<file path="src/rtl/regfile_flags_if.sv">
// ---------------------------------------------------------------------------
// regfile_flags_if
//
// Bundles the register-bank and flag-register signals shared between the
// control/ALU side (master) and the register file (slave).
//
// Signals:
//   we3, wa3, wd3        write enable, write address, write data (ALU R)
//   ra1, ra2             read addresses for ports 1 and 2
//   rd1, rd2             read data for ports 1 and 2 (ALU operands A/B)
//   flag_we              flag register capture enable
//   zero_in/carry_in/sign_in   ALU flags to capture
//   zero_q/carry_q/sign_q      registered flags
//   cond                 condition select for conditional jumps
//   cond_true            selected condition result
//
// Modports:
//   master  drives addresses, write data, flag inputs and cond
//   slave   the register file itself
// ---------------------------------------------------------------------------
interface regfile_flags_if #(
   parameter int WIDTH = 4,
   parameter int AW    = 4
);
   logic             we3;
   logic [AW-1:0]    wa3;
   logic [WIDTH-1:0] wd3;
   logic [AW-1:0]    ra1;
   logic [AW-1:0]    ra2;
   logic [WIDTH-1:0] rd1;
   logic [WIDTH-1:0] rd2;
   logic             flag_we;
   logic             zero_in;
   logic             carry_in;
   logic             sign_in;
   logic             zero_q;
   logic             carry_q;
   logic             sign_q;
   logic [1:0]       cond;
   logic             cond_true;

   modport master (
      output we3, wa3, wd3, ra1, ra2, flag_we, zero_in, carry_in, sign_in, cond,
      input  rd1, rd2, zero_q, carry_q, sign_q, cond_true
   );

   modport slave (
      input  we3, wa3, wd3, ra1, ra2, flag_we, zero_in, carry_in, sign_in, cond,
      output rd1, rd2, zero_q, carry_q, sign_q, cond_true
   );
endinterface

</file>
<file path="src/rtl/regfile_flags.sv">
// ---------------------------------------------------------------------------
// regfile_flags
//
// Register bank (NREG x WIDTH, two combinational read ports, one synchronous
// write port) plus a zero/carry/sign status-flag register and the condition
// selector used by the control unit for conditional jumps.
//
// Ports:
//   clk    system clock, all state updates on the rising edge
//   reset  synchronous active-high reset, clears registers and flags
//   bus    regfile_flags_if.slave (see interface file for signal list)
//
// Register 0 always reads as 0 and ignores writes.
//
// Optional build macro:
//   REGFILE_BYPASS_EN  when defined, a write to a non-zero address is
//                      forwarded to any read port addressing it in the same
//                      cycle (suppressed during reset). When undefined, reads
//                      return the old contents until the write edge.
// ---------------------------------------------------------------------------
module regfile_flags #(
   parameter int WIDTH = 4,
   parameter int NREG  = 16,
   parameter int AW    = 4
) (
   input  logic           clk,
   input  logic           reset,
   regfile_flags_if.slave bus
);

   logic [WIDTH-1:0] regs [NREG];
   logic             zero_r;
   logic             carry_r;
   logic             sign_r;
   logic [WIDTH-1:0] rd1_v;
   logic [WIDTH-1:0] rd2_v;
   logic             cond_v;

   // Register bank write port. Reset clears every entry (including entry 0,
   // so nothing in the array is ever left undefined). Writes to address 0
   // are dropped so that entry stays at zero.
   always_ff @(posedge clk) begin
      if (reset) begin
         for (int i = 0; i < NREG; i++) begin
            regs[i] <= '0;
         end
      end else if (bus.we3 && (bus.wa3 != '0)) begin
         regs[bus.wa3] <= bus.wd3;
      end
   end

   // Flag register. Captures the ALU flags whenever flag_we is set,
   // independently of the register write; reset wins over capture.
   always_ff @(posedge clk) begin
      if (reset) begin
         zero_r  <= 1'b0;
         carry_r <= 1'b0;
         sign_r  <= 1'b0;
      end else if (bus.flag_we) begin
         zero_r  <= bus.zero_in;
         carry_r <= bus.carry_in;
         sign_r  <= bus.sign_in;
      end
   end

   // Read ports. Address 0 is forced to zero explicitly rather than relying
   // on the stored entry. With the bypass build, an in-flight write to the
   // same non-zero address is forwarded, except while reset is asserted.
   always_comb begin
      rd1_v = (bus.ra1 == '0) ? '0 : regs[bus.ra1];
      rd2_v = (bus.ra2 == '0) ? '0 : regs[bus.ra2];
`ifdef REGFILE_BYPASS_EN
      if (!reset && bus.we3 && (bus.wa3 != '0)) begin
         if (bus.ra1 == bus.wa3) begin
            rd1_v = bus.wd3;
         end
         if (bus.ra2 == bus.wa3) begin
            rd2_v = bus.wd3;
         end
      end
`endif
   end

   // Condition selector. Looks only at the registered flags, so a capture
   // in this cycle influences cond_true from the next cycle onward.
   always_comb begin
      cond_v = 1'b1;
      case (bus.cond)
         2'b00:   cond_v = 1'b1;
         2'b01:   cond_v = zero_r;
         2'b10:   cond_v = carry_r;
         2'b11:   cond_v = sign_r;
         default: cond_v = 1'b1;
      endcase
   end

   assign bus.rd1       = rd1_v;
   assign bus.rd2       = rd2_v;
   assign bus.zero_q    = zero_r;
   assign bus.carry_q   = carry_r;
   assign bus.sign_q    = sign_r;
   assign bus.cond_true = cond_v;

endmodule

</file>
<file path="src/flat_wrapper.sv">
// flat-port wrapper written by rule: the top's interface ports become plain ports
module regfile_flags_flat 
#(
   parameter int WIDTH = 4,
   parameter int NREG  = 16,
   parameter int AW    = 4
)
  (clk, reset, bus_we3, bus_wa3, bus_wd3, bus_ra1, bus_ra2, bus_flag_we, bus_zero_in, bus_carry_in, bus_sign_in, bus_cond, bus_rd1, bus_rd2, bus_zero_q, bus_carry_q, bus_sign_q, bus_cond_true);
  regfile_flags_if #(.WIDTH(WIDTH), .AW(AW)) bus_i ();
  input  logic clk;
  input  logic reset;
  input wire logic [$bits(bus_i.we3)-1:0] bus_we3;
  input wire logic [$bits(bus_i.wa3)-1:0] bus_wa3;
  input wire logic [$bits(bus_i.wd3)-1:0] bus_wd3;
  input wire logic [$bits(bus_i.ra1)-1:0] bus_ra1;
  input wire logic [$bits(bus_i.ra2)-1:0] bus_ra2;
  input wire logic [$bits(bus_i.flag_we)-1:0] bus_flag_we;
  input wire logic [$bits(bus_i.zero_in)-1:0] bus_zero_in;
  input wire logic [$bits(bus_i.carry_in)-1:0] bus_carry_in;
  input wire logic [$bits(bus_i.sign_in)-1:0] bus_sign_in;
  input wire logic [$bits(bus_i.cond)-1:0] bus_cond;
  output wire logic [$bits(bus_i.rd1)-1:0] bus_rd1;
  output wire logic [$bits(bus_i.rd2)-1:0] bus_rd2;
  output wire logic [$bits(bus_i.zero_q)-1:0] bus_zero_q;
  output wire logic [$bits(bus_i.carry_q)-1:0] bus_carry_q;
  output wire logic [$bits(bus_i.sign_q)-1:0] bus_sign_q;
  output wire logic [$bits(bus_i.cond_true)-1:0] bus_cond_true;
  assign bus_i.we3 = bus_we3;
  assign bus_i.wa3 = bus_wa3;
  assign bus_i.wd3 = bus_wd3;
  assign bus_i.ra1 = bus_ra1;
  assign bus_i.ra2 = bus_ra2;
  assign bus_i.flag_we = bus_flag_we;
  assign bus_i.zero_in = bus_zero_in;
  assign bus_i.carry_in = bus_carry_in;
  assign bus_i.sign_in = bus_sign_in;
  assign bus_i.cond = bus_cond;
  assign bus_rd1 = bus_i.rd1;
  assign bus_rd2 = bus_i.rd2;
  assign bus_zero_q = bus_i.zero_q;
  assign bus_carry_q = bus_i.carry_q;
  assign bus_sign_q = bus_i.sign_q;
  assign bus_cond_true = bus_i.cond_true;
  regfile_flags #(.WIDTH(WIDTH), .NREG(NREG), .AW(AW)) u_core (.clk(clk), .reset(reset), .bus(bus_i));
endmodule
</file>
<file path="config.mk">
export PLATFORM = sky130hd
export DESIGN_NAME = regfile_flags_flat
export DESIGN_NICKNAME = d
export VERILOG_FILES = /design/src/rtl/regfile_flags_if.sv /design/src/rtl/regfile_flags.sv /design/src/flat_wrapper.sv
export SDC_FILE = /design/constraint.sdc
export NUM_CORES = 1
export LEC_CHECK = 0
export CAP_MARGIN = 20
export CELL_PAD_IN_SITES_DETAIL_PLACEMENT = 0
export CELL_PAD_IN_SITES_GLOBAL_PLACEMENT = 1
export CORE_ASPECT_RATIO = 1.1
export CORE_MARGIN = 2
export CORE_UTILIZATION = 28
export DETAILED_ROUTE_END_ITERATION = 8
export DONT_BUFFER_PORTS = 1
export PLACE_DENSITY = 0.56
export SLEW_MARGIN = 30
export SYNTH_ARGS = -nofsm -noshare
export SYNTH_HDL_FRONTEND = slang
export SYNTH_SLANG_ARGS = --single-unit
export TNS_END_PERCENT = 10
</file>
<file path="constraint.sdc">
create_clock -name clk -period 1.9 [get_ports clk]
set_input_delay 0.38 -clock clk [delete_from_list [all_inputs] [get_ports clk]]
set_output_delay 0.38 -clock clk [all_outputs]
set_load 0.1 [all_outputs]
</file>
==> results.toml <==
[global_routing]
grt_pass1_wl_um = 13700
grt_max_degree = 21
antenna_found_initial = 0
grt_overflow = 0
first_global_vias = 2319
track_usage_pct = 13.62

[sta]
fin_skew_ns = 0
final_max_slew_viol_count = 0
whs_ns = 0.1045
fmax_mhz = 428.3
setup_viol = 8
rsz0062_at_grt = "true"
finalCritPeriodShare_pct = 122.9
finalWorstSetupSlack_ns = -0.4346
hold_violations = 0
period_minus_slack_ns = 2.335

[synthesis]
seq_area_frac_synth_pct = 52.30
avgSynthCellArea_um2 = 13.91
yosysTopAreaCell = "edfxtp_1"
syn_inst = 260
synth_top_area_share_pct = 50.64
yosys-top-cells-area = "edfxtp_1, mux4_2, and2_1, mux4_1, or2_2"
syn_area_mm2 = 0.003617
ys_types = 33
ys_ff_latch = 64
synth_fp_nets = 285
yosysWarnings = 0

[routing]
viasPerCell = 4.924
drt_iter0_markers = 110
antenna_left = 0
post-route-drc-count = 0
dr.pass1.iters = 5
drt_wl_total_um = 8886
wl_per_cell_um = 19.83
routed-via-count = 2206

[die]
die_w_um = 112.4
dieArea_mm2 = 0.01384
num_io_pins = 37
die_h_um = 123.2
initial_core_util_pct = 28.73
core.rowCount = 43
core_area_mm2 = 0.01259

[finish]
drive_above_1_share_pct = 38.83
final_area_mm2 = 0.004433
antenna-diode-count = 0
seq_area_mm2 = 0.001896
finalNetCount = 311
area_growth_pct = 22.55
multi_input_area_mm2 = 0.001694
fillCellCount = 1250
final_cells = 448

[power]
powerDensity_mw_per_mm2 = 893.0
leakage_nw = 1.584
ir_drop_uv = 464.2

[cts]
clkSlewWorstSetupHoldPaths_ns = 0.05
clk_latency_ns = 0.33
numCtsBuffers = 9
root_buffer = "clkbuf_16"
h-tree-depth = 3
cts_tree = "yes"
clock_path_buffers = 2
cts_sinks = 64

[hold_path]
hp-class = "in -> reg"

[critical_path]
critical_path_class = "reg -> out"
cp_cell_sequence = "mux4_2 -> mux4_2 -> buf_12"
critical-path-slowest-cell = "mux4_2"
max_stage_delay_ns = 0.52
cp-end-kind = "output port"
cp-start-kind = "flop"
crit_fanout = 2
arrival_ns = 1.95
critical_path_required_ns = 1.52
critical_path.most_common_cell = "mux4_2"

[placement]
dpl_cell_area_mm2 = 0.004098
gp_congestion = 0.7359
dpl.hpwl_um = 6751
dp.cells = 430
portBuffers = 0

[job]
cap_violations = 0

[run_status]
status = "finished, violations left"
violations = "negative setup slack"
-- flip-flops by register name (all words and copies together), names as in the netlist --
name	cells
u_core.regs	61
u_core.bus.carry_q	1
u_core.bus.sign_q	1
u_core.bus.zero_q	1
-- cells by family after synthesis --
family | count (synthesis) | synth area share (%)
simple gates | 113 | 17.92
buf+inv | 20 | 3.182
other cells | 1 | 0.1037
mux | 44 | 22.97
flops | 64 | 52.30
compound gates | 18 | 3.528
-- per-layer routing --
| layer | wire, um | part of all wire [%] | track usage (%) | vias to the layer above |
|---|---|---|---|---|
| met5 | 0 | 0 | 0 | - |
| met4 | 142 | 1.6 | 4.268 | 0 |
| met3 | 500 | 5.6 | 3.824 | 14 |
| met2 | 4595 | 52 | 23.95 | 62 |
| met1 | 3647 | 41 | 16.30 | 1105 |
| li1 | - | - | - | 1025 |
-- stage by stage --
stage / util [%] / setup WS (ns) / power [mW] / setup TNS [ns]
3_5_place_dp: 32.55 / -0.1591 / 2.397 / -0.7691
6_report: 35.21 / -0.4346 / 3.959 / -2.913
2_1_floorplan: - / -0.3208 / 2.220 / -2.514
4_1_cts: 35.17 / -0.4555 / 3.991 / -3.088
5_1_grt: 35.21 / -0.5396 / 4.090 / -3.355
3_3_place_gp: 32.55 / -0.1495 / 2.394 / -0.7259
-- cell type report --
cell class	count	share of cell area (%)
repair buffers	32	7.959
clock inverters	5	1.129
flip-flops and latches	64	42.76
clock buffers	11	5.250
well taps	157	4.431
inverters	3	0.2540
multi-input cells	176	38.22
-- layout by cell type (no fill, tap or decap), types with 6 or more instances in the layout --
master     synthesis  routed
mux2_2             7       6
or2_2             16      16
edfxtp_1          61      61
buf_4              0      23
buf_12             1       9
mux4_2            24      29
clkbuf_16          0       9
nor2_1            18      18
and2_1            60      60
mux2i_1            8       6
-- where the power goes --
part | switching (mW) | internal, mW | total (mW)
combinational | 0.389 | 0.325 | 0.714
clock | 0.563 | 1.00 | 1.57
sequential | 0.0472 | 1.63 | 1.68
total | 1.00 | 2.96 | 3.96
-- Yosys cell counts --
master / count
buf_2: 5
o221ai_1: 1
a22oi_1: 1
nor2b_1: 2
a21oi_1: 3
a21boi_0: 1
buf_6: 1
conb_1: 1
inv_1: 3
o21ai_0: 5
buf_12: 1
dfxtp_1: 3
a221o_1: 2
clkbuf_1: 7
a22o_1: 3
o2bb2ai_1: 1
or2_2: 16
buf_1: 2
mux2_2: 7
nor2_1: 18
nand3_1: 2
nand3b_1: 2
a311oi_1: 1
edfxtp_1: 61
clkbuf_8: 1
and2_1: 60
mux4_1: 5
and2b_2: 1
nand2b_1: 4
mux2i_1: 8
mux4_2: 24
nand2_1: 5
nor3_1: 3
-- critical path: cells and delay by family (launching register included) --
| kind | cells | cell delay, ns |
|---|---|---|
| buf+inv | 1 | 0.19 |
| flops | 1 | 0.41 |
| mux | 2 | 1.03 |
-- timing repair --
action / 4_1_cts / 5_1_grt
hold endpoints to repair: 0 / 0
buffers inserted: 2 / 0
cloned: 0 / 0
pin swaps: 4 / 0
hold buffers: 0 / 0
resized for setup: 18 / 2
endpoints found under the setup margin: 8 / 8
-- final timing paths --
check | startpoint | end | slack, ns | cells after the start
worst max-delay path | u_core.regs[12][3] | bus_rd1[3] | -0.43 | 3
worst min register to register | u_core.bus.sign_q | u_core.bus.sign_q | 0.78 | 3
worst max register to register | u_core.bus.zero_q | u_core.bus.zero_q | 1.02 | 3
worst min-delay path | reset | u_core.bus.carry_q | 0.10 | 1
Power figures use the tool's default switching activity.
==> variant 1: new RTL, config.mk and constraints unchanged <==
Add a define of `REGFILE_BYPASS_EN`.
--- a/src/rtl/regfile_flags.sv
+++ b/src/rtl/regfile_flags.sv
@@ -20,2 +20,4 @@
 // ---------------------------------------------------------------------------
+`define REGFILE_BYPASS_EN
+
 module regfile_flags #(
Check against the original RTL: not equivalent (a bounded check fails within 4 cycles, from zero or initial values and one cycle with reset high).
==> variant 1 against the original RTL <==
- the run still ends with negative setup slack left
- power up 1.7%
- sequential cell count is 3 higher
- sequential power is 5% higher
- area after synthesis increased by 12%
- routed wire length up 10%
- global-route usage is essentially flat
- worst setup slack lost 0.090 ns
- cell area up 2.3%
==> variant 1: results (changes against the original RTL) <==
synthTopCellsByCount: "edfxtp_1, and2_1, mux4_1"
grt_pass1_vias: 2564  # +11%
netlist_instances: 292  # +12%
cts_buffers: 9  # unchanged
dpl_cell_area_sq_um: 4209  # +2.7%
slowest_delay_ns: 0.48  # -0.04 ns
synth.yosys.seq_area_share: 0.4874  # -0.03562
crit_fanout: 2  # unchanged
worst_slack_ns: -0.5244  # -0.08983 ns
tns_ns: -3.763  # -0.8503 ns
async_reset_ff_frac: 0  # unchanged
wl_per_cell_um: 19.86  # +0.11%
layout.nets: 322  # +3.5%
drt_iter0_drc: 134  # +22%
cp-startpoint: "u_core.regs[10][1]"
insertion_delay_ns: 0.33  # about the same
synth.area.top_cells: "edfxtp_1, mux4_1, and2_1"
post-place-ws_ns: -0.2054  # -0.04636 ns
firstDrtPassIters: 4  # -1
use_met2: 0.2326  # -0.006868
critical_path.endpoint: "bus_rd2[1]"
max-vdd-ir-drop_mv: 0.3600  # -22%
crit_family: "multiplexers"
violations: "negative setup slack"
largest_register_ffs: 64  # +4.9%
outcome: "finished with violations"
clkTransAtPathRegs_ns: 0.06
port_buffers: 0  # unchanged
post_cts_buffers: 0  # -2
grt_start_max_net_pins: 24  # +14%
final_cells: 494  # +10%
place_inst: 478  # +11%
timing.rr.start: "u_core.bus.sign_q"
dpl.hpwl_um: 7263  # +7.6%
nFillCells: 1402  # +12%
grt_pass1_wl_um: 15260  # +11%
fin_worst_skew_ns: 0  # unchanged
worstReg2RegEnd: "u_core.bus.sign_q"
power.leakage_nw: 1.523  # -3.9%
whs_ns: 0.09876  # -0.005759 ns
use_met1: 0.1541  # -0.008845
synth_cell_types: 31  # -6.1%
synth_edf_count: 64  # +4.9%
r2r_cells: 3  # unchanged
crit_slowest_cell: "mux4_2"
gp_congestion: 0.8394  # +14%
drive_above_1_share: 0.3245  # -0.06381
gr-usage-met3: 0.04427  # +0.006036
via_per_inst: 4.706  # -4.4%
cts_root_buf: "clkbuf_16"
track_usage: 0.1367  # +0.0004981
crit_arrival_ns: 2.04  # +0.09 ns
whs_path_depth: 1  # unchanged
antenna-diode-count: 0  # unchanged
setup_viol: 8  # unchanged
==> variant 1: timing repair <==
action | in CTS | in global routing
resized for setup | 7 | 0
pin swaps | 4 | 0
hold buffers | 0 | 0
setup endpoints to repair | 8 | 8
==> variant 1: how the worst min path moves through the flow <==
stage                startpoint                 to
global route              reset  u_core.bus.zero_q
global placement          reset  u_core.bus.sign_q
detailed placement        reset  u_core.bus.zero_q
CTS                       reset  u_core.bus.zero_q
finish                    reset  u_core.bus.zero_q
floorplan           bus_sign_in  u_core.bus.sign_q
==> variant 1: cell families after synthesis <==
| kind of cell | Yosys count | synth area share |
|---|---|---|
| simple gates | 131 | 0.1834 |
| flops | 67 | 0.4874 |
| mux | 44 | 0.2388 |
| buf+inv | 23 | 0.04123 |
| compound gates | 18 | 0.03108 |
| xor+xnor | 8 | 0.01723 |
| other cells | 1 | 0.0009222 |
==> variant 1: per-layer routing <==
| layer | vias to the layer above | part of all wire |
|---|---|---|
| li1 | 1100 | - |
| met1 | 1138 | 0.41 |
| met2 | 67 | 0.50 |
| met3 | 20 | 0.057 |
| met4 | 0 | 0.033 |
| met5 | - | 0 |
==> variant 1: power by group <==
| group | total (mW) | switching, mW | internal [mW] |
|---|---|---|---|
| Sequential | 1.76 | 0.0523 | 1.71 |
| Combinational | 0.620 | 0.376 | 0.244 |
| Clock | 1.65 | 0.636 | 1.01 |
==> variant 1: final cells by class <==
class                   count  area, sq um  share of cell area
flip-flops and latches     67         1991              0.4388
multi-input cells         205         1896              0.4178
well taps                 192        240.2             0.05295
clock buffers               9        225.2             0.04964
repair buffers             14        117.6             0.02592
clock inverters             7        67.56             0.01489
==> variant 2: new RTL, config.mk and constraints unchanged <==
Without the edit above. Make the reset (`reset`) asynchronous in 2 clocked blocks. Comments in the files are not updated.
--- a/src/rtl/regfile_flags.sv
+++ b/src/rtl/regfile_flags.sv
@@ -41,3 +41,3 @@
    // are dropped so that entry stays at zero.
-   always_ff @(posedge clk) begin
+   always_ff @(posedge clk or posedge reset) begin
       if (reset) begin
@@ -53,3 +53,3 @@
    // independently of the register write; reset wins over capture.
-   always_ff @(posedge clk) begin
+   always_ff @(posedge clk or posedge reset) begin
       if (reset) begin
Formal check against the unedited RTL: differs if reset is asserted again (counterexample within 4 cycles, from zero or initial values and one cycle with reset high); with reset held inactive, the same outputs for 4 cycles.
==> variant 2 against the original RTL <==
- routed wire length grew 5.8%
- power grew 21%
- critical endpoint is now bus_rd2[0]
- the run ends with negative hold slack, negative setup slack left
- cell area shrank 3.8%
- first-iteration DRC count shrank 6.4%
- critical path depth grew 1
- area after synthesis shrank 1.4%
- non-clock buffer count shrank 12
- critical path type unchanged
- combinational power grew 93%
- synthesized cell count shrank 3.8%
- sequential cell count is the same
- worst setup slack gained 0.015 ns
==> variant 2: results (changes against the original RTL) <==
max-vdd-ir-drop_mv: 0.5572  # +20%
power.leakage_nw: 1.731  # +9.3%
hold_viol: 2  # +2
grt_pass1_wl_um: 14740  # +7.6%
grt_start_max_net_pins: 65  # +210%
whs_ns: -0.01021  # -0.1147 ns
post_cts_buffers: 0  # -2
worst_slack_ns: -0.4196  # +0.01492 ns
layout.nets: 289  # -7.1%
synth_cell_types: 32  # -3.0%
dpl.hpwl_um: 6592  # -2.4%
grt_pass1_vias: 2448  # +5.6%
crit_fanout: 3  # +1
track_usage: 0.1460  # +0.009827
crit_slowest_cell: "mux4_2"
synth-compound-area-share: 0.05121  # +0.01593
wl_per_cell_um: 22.12  # +12%
drive_above_1_share: 0.5522  # +0.1639
synth.area.top_cells: "dfrtp_1, mux2_2, mux4_2"
yosys-mux-area-fraction: 0.3855  # +0.1558
synth_nets: 275  # -3.5%
setup_viol: 8  # unchanged
drt_iter0_drc: 103  # -6.4%
insertion_delay_ns: 0.33  # about the same
violations: "negative hold slack, negative setup slack"
post-place-ws_ns: -0.1051  # +0.05396 ns
synth_ff_type: "dfrtp_1"
outcome: "finished with violations"
layout_commonest_cell: "mux2_2"
synth.yosys.seq_area_share: 0.4490  # -0.07404
-- variant 2: changes by cell type in the layout (fill, tap and decap cells not counted), sizes merged, moves of 12 or more --
cell / before / now
dfrtp: 0 / 64
buf: 32 / 20
or2: 16 / 0
mux2: 7 / 69
edfxtp: 61 / 0
and2: 60 / 2
-- variant 2: per-layer routing --
layer | track usage | share of wire
met5 | 0 | 0
met4 | 0.07407 | 0.024
met3 | 0.03704 | 0.053
met2 | 0.2223 | 0.47
met1 | 0.1939 | 0.45
-- variant 2: cell type report --
type / instances / area [sq um]
fill: 1230 / 8269
multi-input combinational: 168 / 1951
sequential: 64 / 1605
clock buffer: 11 / 252.7
timing repair buffer: 20 / 237.7
tap: 157 / 196.4
clock inverter: 4 / 20.02
inverter: 1 / 3.754
-- variant 2: per-stage QoR --
step | area [sq um] | setup TNS [ns] | hold WS [ns] | std cells | util
after global placement | 3956 | -0.4788 | 0.3722 | 410 | 0.3156
after floorplan | 3672 | -6.722 | 0.4246 | 250 | -
after CTS | 4238 | -3.036 | 0.02019 | 425 | 0.3381
after global routing | 4267 | -3.372 | 0.01872 | 425 | 0.3404
final | 4267 | -2.914 | -0.01021 | 425 | 0.3404
after detailed placement | 3956 | -0.4629 | 0.3752 | 410 | 0.3156
-- variant 2: repair_timing --
action,CTS,global route
endpoints found under the setup margin,8,8
pin swaps,2,1
gates resized for setup,5,8
-- variant 2: power by group --
group / internal, mW / switching, mW / total, mW
Combinational: 0.715 / 0.666 / 1.38
Sequential: 1.67 / 0.236 / 1.91
Clock: 0.935 / 0.575 / 1.51
Total: 3.32 / 1.48 / 4.80
-- variant 2: worst paths after layout --
path,from,to,slack (ns),cells after the start
min in group clk,bus_wd3[3],u_core.regs[39],0.19,1
max,u_core.regs[24],bus_rd2[0],-0.42,4
max in group asynchronous,reset,u_core.regs[62],1.62,2
min reg2reg,u_core.regs[62],u_core.regs[62],0.38,0
max reg2reg,u_core.bus.zero_q,u_core.bus.zero_q,0.86,2
min,reset,u_core.bus.zero_q,-0.01,2
-- variant 2: logic make-up after synthesis --
kind of cell           Yosys count
AOI/OAI and AO/OA               21
and+or+nand+nor                 50
muxes                           97
buffers and inverters           18
DFF                             64
-- variant 2: worst reg2reg max path, stage by stage (launching register included) --
cell     delay [ns]
dfrtp_2        0.40
buf_4          0.23
mux2_2         0.29
